<file path="config.mk">
export PLATFORM = sky130hd
export DESIGN_NAME = ahb_slave
export DESIGN_NICKNAME = d
export VERILOG_FILES = /design/src/rtl/ahb_slave.sv
export SDC_FILE = /design/constraint.sdc
export NUM_CORES = 1
export LEC_CHECK = 0
export ABC_AREA = 1
export CAP_MARGIN = 40
export CORE_ASPECT_RATIO = 1.2
export CORE_MARGIN = 8
export CORE_UTILIZATION = 30
export DETAILED_ROUTE_END_ITERATION = 6
export GPL_ROUTABILITY_DRIVEN = 0
export HOLD_SLACK_MARGIN = 0.1
export PLACE_DENSITY_LB_ADDON = 0.05
export RECOVER_POWER = 100
export REMOVE_ABC_BUFFERS = 1
export SKIP_LAST_GASP = 1
export SLEW_MARGIN = 20
export SYNTH_ARGS = -nofsm -noshare
export SYNTH_HDL_FRONTEND = slang
export SYNTH_SLANG_ARGS = --single-unit
</file>
<file path="constraint.sdc">
create_clock -name i_clk_ahb -period 0.8 [get_ports i_clk_ahb]
set_input_delay 0.08 -clock i_clk_ahb [delete_from_list [all_inputs] [get_ports i_clk_ahb]]
set_output_delay 0.08 -clock i_clk_ahb [all_outputs]
set_load 0.005 [all_outputs]
</file>
<file path="src/rtl/ahb_slave.sv">
// ---------------------------------------------------------------------------
// ahb_slave
//
// Bridges AHB-Lite transfers onto a simple single-port memory request
// interface. The address phase is registered; during the following data
// phase exactly one memory request is presented (o_valid) and held until the
// memory answers with i_ready. Wait states are inserted on the AHB side by
// passing i_ready straight through to o_hreadyout. Back-to-back transfers
// overlap the data phase of one transfer with the address phase of the next,
// so a stream of transfers runs without bubbles.
//
// Optional feature (macro AHB_SLAVE_ERR_RESP_EN):
//   When defined, an accepted transfer whose i_hsize is wider than the data
//   bus, or whose address is not aligned to i_hsize, is not forwarded to
//   memory. The slave answers it with the two-cycle AHB ERROR response.
//   When undefined, i_hsize is ignored and o_hresp is always OKAY.
//
// Parameters:
//   DATA_WIDTH  width of hwdata/hrdata and the memory data buses
//   ADDR_WIDTH  width of haddr and the memory address
//
// Ports:
//   i_clk_ahb    AHB clock, rising-edge active
//   i_rstn_ahb   asynchronous active-low reset
//   i_hready     bus-level HREADY (previous transfer complete)
//   i_hmastlock  locked transfer (ignored)
//   i_htrans     1 = active transfer (NONSEQ/SEQ), 0 = IDLE
//   i_hprot      protection control (ignored)
//   i_hburst     burst type (ignored, every beat is a single)
//   i_hsize      transfer size (only used by the optional feature)
//   i_hwrite     1 = write, 0 = read
//   i_haddr      transfer address
//   i_hwdata     write data (data phase)
//   i_hselx      slave select
//   i_ready      memory accepts/completes the current request
//   i_rd_valid   memory read data valid
//   i_rd_data    memory read data
//   o_hreadyout  slave ready, 0 inserts wait states
//   o_hresp      0 = OKAY, 1 = ERROR
//   o_hrdata     read data to the master
//   o_valid      memory request valid
//   o_rd0_wr1    memory request direction (0 read, 1 write)
//   o_wr_data    memory write data
//   o_addr       memory address
// ---------------------------------------------------------------------------
module ahb_slave #(
    parameter int DATA_WIDTH = 32,
    parameter int ADDR_WIDTH = 32
) (
    input  logic                  i_clk_ahb,
    input  logic                  i_rstn_ahb,
    input  logic                  i_hready,
    input  logic                  i_hmastlock,
    input  logic                  i_htrans,
    input  logic [3:0]            i_hprot,
    input  logic [2:0]            i_hburst,
    input  logic [2:0]            i_hsize,
    input  logic                  i_hwrite,
    input  logic [ADDR_WIDTH-1:0] i_haddr,
    input  logic [DATA_WIDTH-1:0] i_hwdata,
    input  logic                  i_hselx,
    input  logic                  i_ready,
    input  logic                  i_rd_valid,
    input  logic [DATA_WIDTH-1:0] i_rd_data,
    output logic                  o_hreadyout,
    output logic                  o_hresp,
    output logic [DATA_WIDTH-1:0] o_hrdata,
    output logic                  o_valid,
    output logic                  o_rd0_wr1,
    output logic [DATA_WIDTH-1:0] o_wr_data,
    output logic [ADDR_WIDTH-1:0] o_addr
);

    // ST_DATA is the "pending" data phase. The error states are only
    // reachable when the error-response feature is compiled in.
    typedef enum logic [1:0] {
        ST_IDLE = 2'd0,
        ST_DATA = 2'd1,
        ST_ERR1 = 2'd2,
        ST_ERR2 = 2'd3
    } state_t;

    state_t                  state_reg;
    state_t                  state_next;
    logic [ADDR_WIDTH-1:0]   addr_reg;
    logic                    write_reg;
    logic [DATA_WIDTH-1:0]   hrdata_reg;
    logic                    accept;
    logic                    xfer_err;

    assign accept = i_hselx & i_htrans & i_hready;

`ifdef AHB_SLAVE_ERR_RESP_EN
    // Largest legal hsize is log2 of the bus width in bytes.
    localparam int              SIZE_BITS = $clog2(DATA_WIDTH / 8);
    localparam logic [2:0]      MAX_HSIZE = 3'(SIZE_BITS);

    // Low address bits that must be zero for a transfer of 2**hsize bytes.
    logic [ADDR_WIDTH-1:0] align_mask;
    assign align_mask = ~({ADDR_WIDTH{1'b1}} << i_hsize);
    assign xfer_err   = (i_hsize > MAX_HSIZE) || ((i_haddr & align_mask) != '0);

    logic unused_inputs;
    assign unused_inputs = &{1'b0, i_hmastlock, i_hprot, i_hburst};
`else
    assign xfer_err = 1'b0;

    logic unused_inputs;
    assign unused_inputs = &{1'b0, i_hmastlock, i_hprot, i_hburst, i_hsize};
`endif

    // -----------------------------------------------------------------------
    // State register
    // -----------------------------------------------------------------------
    always_ff @(posedge i_clk_ahb or negedge i_rstn_ahb) begin
        if (!i_rstn_ahb) begin
            state_reg <= ST_IDLE;
        end else begin
            state_reg <= state_next;
        end
    end

    // -----------------------------------------------------------------------
    // Next-state logic
    // -----------------------------------------------------------------------
    // The first ERROR cycle always advances: it drives hreadyout low, so the
    // bus cannot complete anything on that edge. Every other state follows
    // the address-phase handshake: a new accepted transfer starts a data
    // phase (or an error response), and a bus-ready edge with nothing
    // accepted returns to idle. With hready low the current phase is held.
    always_comb begin
        state_next = state_reg;
        if (state_reg == ST_ERR1) begin
            state_next = ST_ERR2;
        end else if (accept) begin
            state_next = xfer_err ? ST_ERR1 : ST_DATA;
        end else if (i_hready) begin
            state_next = ST_IDLE;
        end
    end

    // -----------------------------------------------------------------------
    // Output logic
    // -----------------------------------------------------------------------
    always_comb begin
        o_valid     = 1'b0;
        o_hreadyout = 1'b1;
        o_hresp     = 1'b0;
        case (state_reg)
            ST_DATA: begin
                o_valid     = 1'b1;
                o_hreadyout = i_ready;
            end
            ST_ERR1: begin
                o_hresp     = 1'b1;
                o_hreadyout = 1'b0;
            end
            ST_ERR2: begin
                o_hresp     = 1'b1;
                o_hreadyout = 1'b1;
            end
            default: begin
                o_valid     = 1'b0;
                o_hreadyout = 1'b1;
            end
        endcase
    end

    // -----------------------------------------------------------------------
    // Address-phase capture and read-data hold register
    // -----------------------------------------------------------------------
    always_ff @(posedge i_clk_ahb or negedge i_rstn_ahb) begin
        if (!i_rstn_ahb) begin
            addr_reg   <= '0;
            write_reg  <= 1'b0;
            hrdata_reg <= '0;
        end else begin
            if (accept) begin
                addr_reg  <= i_haddr;
                write_reg <= i_hwrite;
            end
            if (i_rd_valid) begin
                hrdata_reg <= i_rd_data;
            end
        end
    end

    // Memory returns read data in the completing cycle, so it is forwarded
    // combinationally; the hold register keeps it visible afterwards.
    assign o_hrdata  = i_rd_valid ? i_rd_data : hrdata_reg;
    assign o_addr    = addr_reg;
    assign o_rd0_wr1 = write_reg;
    assign o_wr_data = i_hwdata;

endmodule

</file>
==> impl_metrics.tcl <==
set metrics [dict create \
    outcome "complete, but fails checks" \
    violations "setup timing" \
    crit_path_end_kind "output pin" \
    first_pass_iters 5 \
    ios 215 \
    portBuffers 139 \
    synth_fa_ha_area_frac 0 \
    crit_path_max_incr_delay_ns 0.43 \
    p_leak_nw 2.348 \
    viasPerCell 4.560 \
    synthTopCellsByArea "dfrtp_1 (56%), nand2_1 (13%), buf_4 (8.3%), nand4_1 (6.9%), o21ai_0 (5.4%)" \
    rsz0062_at_grt "yes" \
    cts_num_sinks 67 \
    gr-total-overflow 0 \
    arrival_ns 1.08 \
    r2r_slack_ns -0.04 \
    place_ws_ns -0.5570 \
    synthArstFlopShare 1.000 \
    antenna_found_initial 0 \
    cp_slowest_cell "dfrtp_2" \
    criticalPathCategory "flip-flop to output pin" \
    synth.most_common_cell "nand2_1" \
    cp_max_fo 4 \
    synth_top_family_by_area "simple AND/OR/NAND/NOR gates" \
    clockBufferDepth 2 \
    ys_seq_area_frac 0.5640 \
    coreArea_um2 9809 \
    final_nets 583 \
    synth.avg_cell_area_um2 9.009 \
    drive_gt1_frac 0.2979 \
    start_util 0.3031 \
    drt_wl_total_mm 10.18 \
    yosysWarningCount 0 \
    multi_input_area_um2 835.8 \
    ys_ff_latch 67 \
    syn_area_um2 2973 \
    grt_pass1_wl_mm 15.90 \
    numCtsBuffers 9 \
    max_clock_freq_mhz 859.3 \
    drc 0 \
    drv_slew 0 \
    hold_viol_final 0 \
    finalCritPeriodShare 1.455 \
    die_w_um 106.9 \
    syn-instance-count 330 \
    grt_pass1_vias 2788 \
    cp_cell_sequence "inv_2 > nand2_2 > nand2_1 > nand2_1 > buf_2" \
    hold_slack_ns 0.1600 \
    path_clk_slew_ns 0.06 \
    grt_start_max_net_pins 36 \
    wl_per_cell_um 17.08 \
    slew_headroom 0.8186 \
    synth-edff-count 0 \
    maxCapViolations 0 \
    holdCritPathClass "input pin to asynchronous set/reset pin" \
    syn_to_final_growth_pct 50.34 \
    synth_compound_area_frac 0.05556 \
    synth-xor-area-share 0 \
    peakVddDrop_uv 983.0 \
    post-route-util 0.4556 \
    ant_nets 0 \
    fillers 1021 \
    drt_iter0_markers 55 \
    synth_commonest_cells "nand2_1 (103), dfrtp_1 (67), inv_1 (36), buf_4 (33), nand4_1 (33)" \
    dieArea_um2 13360 \
    clkLatencyLatePin_ns 0.32 \
    antenna-diode-count 0 \
    die_y_um 125.1 \
    tns_ns -12.65 \
    layout_min_cycle_time_ns 1.164 \
    h-tree-depth 3 \
    tritoncts "yes" \
    yosysTopAreaCell "dfrtp_1" \
    root_buffer "clkbuf_16" \
    synth-simple-area-share 0.2088 \
    register_area_um2 1678 \
    p_per_area_nw_per_um2 2085 \
    setup_slack_ns -0.3638 \
    fin_skew_ns 0.0001286 \
    critical_path.most_common_cell "nand2_1" \
    rows 40 \
    finalSetupViolations 71 \
    synthDominantCellAreaShare 0.5640 \
    start_kind "flip-flop" \
    yosysUniqueCellTypes 13 \
    muxShareOfSynthArea 0 \
    place_hpwl_mm 7.435 \
    grt_util_all_layers 0.1545 \
    max_slew.worst_pin.slew_ns 0.2722 \
    routed-via-count 2718 \
    cp.required_ns 0.72 \
    ys.flop_type "dfrtp_1" \
]
==> layout by cell type, fill, tap and decap left out, types with 3 or more instances in the layout <==
cell type	Yosys	layout
inv_1	36	34
nand4_1	33	33
buf_4	33	29
o21ai_2	0	11
clkbuf_1	1	3
buf_2	16	67
dfrtp_1	67	66
o21ai_0	32	16
dlygate4sd2_1	0	4
clkbuf_16	0	9
clkbuf_2	2	4
nand2_1	103	100
o21ai_1	0	5
buf_6	3	7
clkdlybuf4s50_1	0	66
==> where the power goes <==
| part | switching (mW) | leakage (nW) | total, mW | internal [mW] |
|---|---|---|---|---|
| registers | 0.163 | 0.826 | 3.97 | 3.81 |
| clock network | 1.31 | 0.122 | 3.44 | 2.13 |
| logic | 0.871 | 1.40 | 1.91 | 1.04 |
| total | 2.34 | 2.35 | 9.32 | 6.98 |
==> kinds of logic (layout without fill, tap and decap cells) <==
group           after synthesis  after routing
buf+inv                      91            231
compound gates               33             33
flops                        67             67
simple gates                139            139
==> layout make-up <==
type,count,area share
Clock buffer,13,0.05599
Inverter,36,0.03024
Multi-Input combinational cell,172,0.1870
Sequential cell,67,0.3754
Tap cell,126,0.03527
Timing Repair Buffer,182,0.3161
==> through the flow <==
step                cell area [um2]  cells  total power, mW
detailed placement             4407    566            6.177
CTS                            4504    588            9.469
floorplan                      2597    275            4.489
finish                         4469    596            9.318
global route                   4469    596            9.868
global placement               4407    566            6.160
==> routing by layer <==
metal  track usage  share of wire
met4       0.05228          0.010
met1        0.2094           0.46
met2        0.1883           0.39
met5       0.02372         0.0042
met3       0.09764           0.13
==> what timing repair did <==
action                     4_1_cts  5_1_grt
setup buffers                    8        9
pin swaps                        0        3
setup endpoints to repair      104       70
hold buffers                     1        0
gates resized for setup        336       12
hold endpoints to repair        67        0
==> path summary, 6_finish.rpt <==
check | from | end | cells after the start
setup / recovery | state_reg[0]$_DFFE_PN0P_ | o_hreadyout | 5
hold / removal | i_rstn_ahb | o_addr[13]$_DFFE_PN0P_ | 2
setup reg to reg | state_reg[1]$_DFFE_PN0P_ | state_reg[1]$_DFFE_PN0P_ | 4
hold reg to reg | o_addr[14]$_DFFE_PN0P_ | o_addr[14]$_DFFE_PN0P_ | 2
max in group asynchronous | i_rstn_ahb | o_addr[28]$_DFFE_PN0P_ | 3
min in group i_clk_ahb | i_hwdata[12] | o_wr_data[12] | 0
==> worst max-delay path: cells and delay by family, from the launching register on <==
kind,cells,cell delay (ns)
buf+inv,2,0.18
flops,1,0.43
simple gates,3,0.15
Note: power is estimated with default switching activity, not from simulation.
